### src/rtl/ex_issue_if.sv
// Bus between decode, the execute-issue stage and the ALU/shift units.
// The slave modport is the issue stage's view of the bus. The master modport is the view
// of whatever drives decode beats and consumes issued beats.
interface ex_issue_if #(
    parameter int DATA_W  = 32,
    parameter int SHAMT_W = 5,
    parameter int ADDR_W  = 5
);
    // Pipeline kill and the decode-side handshake
    logic               flush;
    logic               in_valid;
    logic               in_ready;
    logic [6:0]         ctrl_in;
    logic [DATA_W-1:0]  src1;
    logic [DATA_W-1:0]  src2;
    logic [DATA_W-1:0]  imm;
    logic [ADDR_W-1:0]  rs1_addr;
    logic [ADDR_W-1:0]  rs2_addr;
    logic [DATA_W-1:0]  mem_rdata;

    // Write-back snoop; only used when forwarding is built in
    logic               wb_we;
    logic [ADDR_W-1:0]  wb_addr;
    logic [DATA_W-1:0]  wb_data;

    // Store port to data memory
    logic               mem_wr_en;
    logic [DATA_W-1:0]  mem_wr_data;

    // Issue-side handshake and operands
    logic               out_valid;
    logic               out_ready;
    logic [DATA_W-1:0]  aluin1;
    logic [DATA_W-1:0]  aluin2;
    logic [2:0]         operation_out;
    logic [2:0]         opselect_out;
    logic               enable_arith;
    logic               enable_shift;
    logic [SHAMT_W-1:0] shift_number;
    logic               illegal_op;

    modport slave (
        input  flush, in_valid, ctrl_in, src1, src2, imm, rs1_addr, rs2_addr, mem_rdata,
        input  wb_we, wb_addr, wb_data, out_ready,
        output in_ready, mem_wr_en, mem_wr_data, out_valid, aluin1, aluin2,
        output operation_out, opselect_out, enable_arith, enable_shift, shift_number,
        output illegal_op
    );

    modport master (
        output flush, in_valid, ctrl_in, src1, src2, imm, rs1_addr, rs2_addr, mem_rdata,
        output wb_we, wb_addr, wb_data, out_ready,
        input  in_ready, mem_wr_en, mem_wr_data, out_valid, aluin1, aluin2,
        input  operation_out, opselect_out, enable_arith, enable_shift, shift_number,
        input  illegal_op
    );
endinterface

### src/rtl/ex_issue_stage.sv
// Execute-issue stage. It decodes the 7-bit control word, selects the ALU operands and
// the shift amount, and issues stores straight to data memory. Enqueued beats go into an
// output register (O) backed by a skid register (S). This keeps throughput at one beat
// per cycle under backpressure.
// Optional build macro: EX_FWD_EN adds write-back forwarding onto src1/src2.
module ex_issue_stage #(
    parameter int DATA_W  = 32,
    parameter int SHAMT_W = 5,
    parameter int ADDR_W  = 5
) (
    input logic       clk,
    input logic       reset,
    ex_issue_if.slave bus
);

    localparam logic [2:0] OP_SHIFT = 3'd0;
    localparam logic [2:0] OP_ARITH = 3'd1;
    localparam logic [2:0] OP_STORE = 3'd4;
    localparam logic [2:0] OP_LOAD  = 3'd5;

    typedef struct packed {
        logic [DATA_W-1:0]  a1;
        logic [DATA_W-1:0]  a2;
        logic [2:0]         operation;
        logic [2:0]         opselect;
        logic               en_arith;
        logic               en_shift;
        logic [SHAMT_W-1:0] shamt;
    } beat_t;

    logic [DATA_W-1:0] src1_eff;
    logic [DATA_W-1:0] src2_eff;

`ifdef EX_FWD_EN
    logic fwd1;
    logic fwd2;

    // Bypass a same-cycle write-back onto either source; register 0 is never forwarded
    always_comb begin
        fwd1     = bus.wb_we && (bus.wb_addr == bus.rs1_addr) && (bus.wb_addr != '0);
        fwd2     = bus.wb_we && (bus.wb_addr == bus.rs2_addr) && (bus.wb_addr != '0);
        src1_eff = fwd1 ? bus.wb_data : bus.src1;
        src2_eff = fwd2 ? bus.wb_data : bus.src2;
    end
`else
    logic unused_fwd;
    assign src1_eff   = bus.src1;
    assign src2_eff   = bus.src2;
    assign unused_fwd = ^{bus.rs1_addr, bus.rs2_addr, bus.wb_we, bus.wb_addr, bus.wb_data};
`endif

    logic [2:0] opsel;
    logic       flag;
    logic       is_enq;
    logic       is_store;
    logic       is_illegal;
    beat_t      beat_new;

    assign opsel = bus.ctrl_in[2:0];
    assign flag  = bus.ctrl_in[3];

    // Decode the control word into an issue class and the beat that would be enqueued
    always_comb begin
        is_enq             = 1'b0;
        is_store           = 1'b0;
        is_illegal         = 1'b0;
        beat_new           = '0;
        beat_new.a1        = src1_eff;
        beat_new.operation = bus.ctrl_in[6:4];
        beat_new.opselect  = opsel;
        case (opsel)
            OP_SHIFT: begin
                is_enq            = 1'b1;
                beat_new.a2       = src2_eff;
                beat_new.en_shift = 1'b1;
                beat_new.shamt    = bus.imm[2] ? src2_eff[SHAMT_W-1:0] : bus.imm[6 +: SHAMT_W];
            end
            OP_ARITH: begin
                is_enq            = 1'b1;
                beat_new.a2       = flag ? bus.imm : src2_eff;
                beat_new.en_arith = 1'b1;
            end
            OP_STORE: begin
                if (flag) begin
                    is_store = 1'b1;
                end else begin
                    is_illegal = 1'b1;
                end
            end
            OP_LOAD: begin
                // With the flag clear this code is a nop: it is consumed without effect
                if (flag) begin
                    is_enq            = 1'b1;
                    beat_new.a2       = bus.mem_rdata;
                    beat_new.en_arith = 1'b1;
                end
            end
            default: is_illegal = 1'b1;
        endcase
    end

    logic  o_vld_q, o_vld_d;
    logic  s_vld_q, s_vld_d;
    beat_t o_beat_q, o_beat_d;
    beat_t s_beat_q, s_beat_d;
    logic  illegal_q, illegal_d;
    logic  accept;
    logic  enq;
    logic  o_free;

    assign bus.in_ready = !s_vld_q;
    assign accept       = bus.in_valid && !s_vld_q && !bus.flush;
    assign enq          = accept && is_enq;
    assign o_free       = !o_vld_q || bus.out_ready;

    // O/S occupancy: refill O from S first, otherwise from the new beat; park in S when O stalls
    always_comb begin
        o_vld_d   = o_vld_q;
        s_vld_d   = s_vld_q;
        o_beat_d  = o_beat_q;
        s_beat_d  = s_beat_q;
        illegal_d = accept && is_illegal;
        if (bus.flush) begin
            o_vld_d = 1'b0;
            s_vld_d = 1'b0;
        end else if (o_free) begin
            if (s_vld_q) begin
                o_beat_d = s_beat_q;
                o_vld_d  = 1'b1;
                s_vld_d  = 1'b0;
            end else if (enq) begin
                o_beat_d = beat_new;
                o_vld_d  = 1'b1;
            end else begin
                o_vld_d = 1'b0;
            end
        end else if (enq) begin
            s_beat_d = beat_new;
            s_vld_d  = 1'b1;
        end
    end

    // Control state: reset clears the valids and the illegal-op pulse
    always_ff @(posedge clk) begin
        if (reset) begin
            o_vld_q   <= 1'b0;
            s_vld_q   <= 1'b0;
            illegal_q <= 1'b0;
        end else begin
            o_vld_q   <= o_vld_d;
            s_vld_q   <= s_vld_d;
            illegal_q <= illegal_d;
        end
    end

    // Payload registers: no reset needed because every output is gated by out_valid
    always_ff @(posedge clk) begin
        o_beat_q <= o_beat_d;
        s_beat_q <= s_beat_d;
    end

    beat_t beat_out;
    assign beat_out = o_vld_q ? o_beat_q : '0;

    assign bus.out_valid     = o_vld_q;
    assign bus.aluin1        = beat_out.a1;
    assign bus.aluin2        = beat_out.a2;
    assign bus.operation_out = beat_out.operation;
    assign bus.opselect_out  = beat_out.opselect;
    assign bus.enable_arith  = beat_out.en_arith;
    assign bus.enable_shift  = beat_out.en_shift;
    assign bus.shift_number  = beat_out.shamt;
    assign bus.illegal_op    = illegal_q;
    assign bus.mem_wr_en     = accept && is_store;
    assign bus.mem_wr_data   = src2_eff;

endmodule

### src/flat_wrapper.sv
// flat-port wrapper written by rule: the top's interface ports become plain ports
module ex_issue_stage_flat 
#(
    parameter int DATA_W  = 32,
    parameter int SHAMT_W = 5,
    parameter int ADDR_W  = 5
)
  (clk, reset, bus_flush, bus_in_valid, bus_ctrl_in, bus_src1, bus_src2, bus_imm, bus_rs1_addr, bus_rs2_addr, bus_mem_rdata, bus_wb_we, bus_wb_addr, bus_wb_data, bus_out_ready, bus_in_ready, bus_mem_wr_en, bus_mem_wr_data, bus_out_valid, bus_aluin1, bus_aluin2, bus_operation_out, bus_opselect_out, bus_enable_arith, bus_enable_shift, bus_shift_number, bus_illegal_op);
  ex_issue_if #(.DATA_W(DATA_W), .SHAMT_W(SHAMT_W), .ADDR_W(ADDR_W)) bus_i ();
  input logic clk;
  input logic reset;
  input wire logic [$bits(bus_i.flush)-1:0] bus_flush;
  input wire logic [$bits(bus_i.in_valid)-1:0] bus_in_valid;
  input wire logic [$bits(bus_i.ctrl_in)-1:0] bus_ctrl_in;
  input wire logic [$bits(bus_i.src1)-1:0] bus_src1;
  input wire logic [$bits(bus_i.src2)-1:0] bus_src2;
  input wire logic [$bits(bus_i.imm)-1:0] bus_imm;
  input wire logic [$bits(bus_i.rs1_addr)-1:0] bus_rs1_addr;
  input wire logic [$bits(bus_i.rs2_addr)-1:0] bus_rs2_addr;
  input wire logic [$bits(bus_i.mem_rdata)-1:0] bus_mem_rdata;
  input wire logic [$bits(bus_i.wb_we)-1:0] bus_wb_we;
  input wire logic [$bits(bus_i.wb_addr)-1:0] bus_wb_addr;
  input wire logic [$bits(bus_i.wb_data)-1:0] bus_wb_data;
  input wire logic [$bits(bus_i.out_ready)-1:0] bus_out_ready;
  output wire logic [$bits(bus_i.in_ready)-1:0] bus_in_ready;
  output wire logic [$bits(bus_i.mem_wr_en)-1:0] bus_mem_wr_en;
  output wire logic [$bits(bus_i.mem_wr_data)-1:0] bus_mem_wr_data;
  output wire logic [$bits(bus_i.out_valid)-1:0] bus_out_valid;
  output wire logic [$bits(bus_i.aluin1)-1:0] bus_aluin1;
  output wire logic [$bits(bus_i.aluin2)-1:0] bus_aluin2;
  output wire logic [$bits(bus_i.operation_out)-1:0] bus_operation_out;
  output wire logic [$bits(bus_i.opselect_out)-1:0] bus_opselect_out;
  output wire logic [$bits(bus_i.enable_arith)-1:0] bus_enable_arith;
  output wire logic [$bits(bus_i.enable_shift)-1:0] bus_enable_shift;
  output wire logic [$bits(bus_i.shift_number)-1:0] bus_shift_number;
  output wire logic [$bits(bus_i.illegal_op)-1:0] bus_illegal_op;
  assign bus_i.flush = bus_flush;
  assign bus_i.in_valid = bus_in_valid;
  assign bus_i.ctrl_in = bus_ctrl_in;
  assign bus_i.src1 = bus_src1;
  assign bus_i.src2 = bus_src2;
  assign bus_i.imm = bus_imm;
  assign bus_i.rs1_addr = bus_rs1_addr;
  assign bus_i.rs2_addr = bus_rs2_addr;
  assign bus_i.mem_rdata = bus_mem_rdata;
  assign bus_i.wb_we = bus_wb_we;
  assign bus_i.wb_addr = bus_wb_addr;
  assign bus_i.wb_data = bus_wb_data;
  assign bus_i.out_ready = bus_out_ready;
  assign bus_in_ready = bus_i.in_ready;
  assign bus_mem_wr_en = bus_i.mem_wr_en;
  assign bus_mem_wr_data = bus_i.mem_wr_data;
  assign bus_out_valid = bus_i.out_valid;
  assign bus_aluin1 = bus_i.aluin1;
  assign bus_aluin2 = bus_i.aluin2;
  assign bus_operation_out = bus_i.operation_out;
  assign bus_opselect_out = bus_i.opselect_out;
  assign bus_enable_arith = bus_i.enable_arith;
  assign bus_enable_shift = bus_i.enable_shift;
  assign bus_shift_number = bus_i.shift_number;
  assign bus_illegal_op = bus_i.illegal_op;
  ex_issue_stage #(.DATA_W(DATA_W), .SHAMT_W(SHAMT_W), .ADDR_W(ADDR_W)) u_core (.clk(clk), .reset(reset), .bus(bus_i));
endmodule
### config.mk
export PLATFORM = sky130hd
export DESIGN_NAME = ex_issue_stage_flat
export DESIGN_NICKNAME = d
export VERILOG_FILES = /design/src/rtl/ex_issue_if.sv /design/src/rtl/ex_issue_stage.sv /design/src/flat_wrapper.sv
export SDC_FILE = /design/constraint.sdc
export NUM_CORES = 1
export LEC_CHECK = 0
export ABC_AREA = 1
export CORE_ASPECT_RATIO = 1.75
export CORE_MARGIN = 10
export CORE_UTILIZATION = 44
export DETAILED_ROUTE_END_ITERATION = 12
export PLACE_DENSITY_LB_ADDON = 0.12
export SYNTH_ARGS = -nofsm -noshare
export SYNTH_HDL_FRONTEND = slang
export SYNTH_SLANG_ARGS = --single-unit
### constraint.sdc
create_clock -name clk -period 7.6 [get_ports clk]
set_input_delay 2.28 -clock clk [delete_from_list [all_inputs] [get_ports clk]]
set_output_delay 2.28 -clock clk [all_outputs]
set_load 0.02 [all_outputs]
==> out/metrics.yaml <==
status: "complete, no violations"
area_delta_synth_final_pct: 38.8
synth_top_area_cell: "edfxtp_1"
finalWeightedCongestion: 0.811
fillers: 1553
die_area_um2: 23600
wl_per_cell_um: 16.1
finalMaxSlewViolations: 0
synth_top_area_share_pct: 59.5
core.rowCount: 64
grt_pass1_vias: 6372
drv_cap: 0
tightest_slew_ns: 1.20
antenna_cells: 0
syn-cell-area_um2: 7770
worstPathArrival_ns: 3.96
finalNetCount: 1281
power_density_nw_per_um2: 184
rsz0062_at_grt: "no"
ir_drop_v: 0.000135
finalSetupTns_ns: 0
cts-hold-fix-buffers: 0
yosys_warnings: 0
finalClockSkew_ns: 0.00808
cts.path.max_buffers: 2
coreArea_um2: 17500
path_class: "in2out"
insertion_delay_ns: 0.42
drt_iter0_drc: 360
synthDistinctLibCells: 21
synth_seq_cells: 157
min_path_type: "reg2reg"
port-buffer-count: 252
start_util_pct: 44.5
cts_buffers: 17
antenna_left: 0
io_pins: 301
start_kind: "primary input"
crit_required_ns: 5.32
post_cts_buffers: 0
drc: 0
grt_pass1_wl_um: 34200
grt.overflow.total: 0
h-tree-depth: 4
finalCritPeriodShare_pct: 82.1
fmax_ghz: 0.160
clock-sinks: 157
dr.pass1.iters: 5
antenna_found_initial: 0
ctsResizeCount: 0
fin_hold_ws_ns: 0.512
clkTransAtPathRegs_ns: 0.06
grt_max_degree: 83
synth.avg_cell_area_um2: 8.71
fp.dieH_um: 196
hold_viol_final: 0
viasPerCell: 4.70
synth_nets: 1080
multi_input_area_um2: 2310
relSlewSlack_pct: 19.8
grtUsageTotal_pct: 18.3
synth_cells: 892
seqCellArea_um2: 4690
cts-root-buf: "clkbuf_16"
yosysSeqAreaShare_pct: 60.3
power.leakage_nw: 4.84
die_w_um: 120
wl_um: 21500
cts_tree: "yes"
crit_fanout: 6
via_count: 6280
fin_crit_ns: 6.24
post_route_cells_drive_above_1_share_pct: 4.79
dpl.hpwl_um: 14600
synthTopCellsByArea: "edfxtp_1 (60%), nand2_1 (23%), inv_1 (4.3%), nand3_1 (3.6%), buf_4 (3.4%)"
setup_viol: 0
end_kind: "output port"
## layout by cell type (no fill, tap or decap)
cell,count
a21oi_1,6
a21oi_4,1
a31oi_1,1
buf_12,1
buf_4,6
bufinv_16,2
clkbuf_1,4
clkbuf_16,17
clkbuf_8,1
clkdlybuf4s50_1,252
clkinv_1,1
clkinv_2,2
clkinv_4,2
clkinvlp_4,4
dfxtp_1,1
dfxtp_4,2
edfxtp_1,154
inv_1,88
inv_2,1
nand2_1,480
nand2_2,1
nand3_1,56
nand3_2,9
nor2_1,4
nor2_2,2
nor2_4,2
nor3_1,1
nor4_1,1
o21ai_0,4
## metrics by stage
stage               util [%]  cell area [um^2]  power (mW)  instances  setup WS [ns]
floorplan                  -              7770        1.07        892          0.599
global placement        58.5             10200        1.18       1305           1.38
detailed placement      58.5             10200        1.18       1305           1.38
CTS                     61.8             10800        2.01       1337           1.35
global route            61.8             10800        2.06       1337           1.29
finish                  61.8             10800        1.99       1337           1.36
## final timing paths
check                           startpoint                       endpoint  slack, ns  depth (start not counted)
min          u_core.s_beat_q[44]$_DFFE_PP_  u_core.o_beat_q[44]$_DFFE_PP_       0.51                          2
max reg2reg    u_core.s_vld_q$_SDFFE_PP0P_  u_core.o_beat_q[22]$_DFFE_PP_       3.90                          4
max                         bus_ctrl_in[2]                  bus_mem_wr_en       1.36                          4
min reg2reg  u_core.s_beat_q[44]$_DFFE_PP_  u_core.o_beat_q[44]$_DFFE_PP_       0.51                          2
## report_power, final
part           total (mW)  switching (mW)  internal [mW]
registers           0.961         0.00316          0.957
logic               0.201          0.0949          0.106
clock network       0.827           0.335          0.492
total                1.99           0.433           1.56
## layout make-up
| type | instances | share of cell area (%) |
|---|---|---|
| Sequential cell | 157 | 43.5 |
| Timing Repair Buffer | 259 | 24.0 |
| Multi-Input combinational cell | 568 | 21.4 |
| Clock buffer | 22 | 4.21 |
| Inverter | 90 | 3.13 |
| Tap cell | 231 | 2.68 |
| Clock inverter | 10 | 1.09 |
## cells in the mapped netlist, drive strengths merged
library cell / number
a31oi: 1
nor2: 8
nand2: 481
clkbuf: 21
inv: 88
nor3: 1
o21ai: 4
a21oi: 7
buf: 56
nand3: 65
dfxtp: 3
clkinv: 2
nor4: 1
edfxtp: 154
## metal layers
| metal | vias to the layer above | global-route usage (%) | wire [um] |
|---|---|---|---|
| li1 | 3176 | - | - |
| met1 | 2874 | 20.1 | 8130 |
| met2 | 208 | 31.6 | 11200 |
| met3 | 22 | 6.99 | 1810 |
| met4 | 0 | 6.15 | 372 |
| met5 | - | 0 | 0 |
## worst max-delay path, cell delays in order
cell             delay, ns
clkdlybuf4s50_1       0.64
nand2_2               0.13
nor4_1                0.24
clkdlybuf4s50_1       0.66
## sequential cells by signal, summed over array words and instances, names as in the netlist
name                   cells
u_core.bus.illegal_op      1
u_core.bus.out_valid       1
u_core.s_vld_q             1
u_core.s_beat_q           77
u_core.o_beat_q           77
## cells by family after synthesis
kind of cell	Yosys count	share of synthesized area [%]
simple gates	556	28.7
buf+inv	167	10.2
flops	157	60.3
compound gates	12	0.789
(Power assumes the default switching activity.)
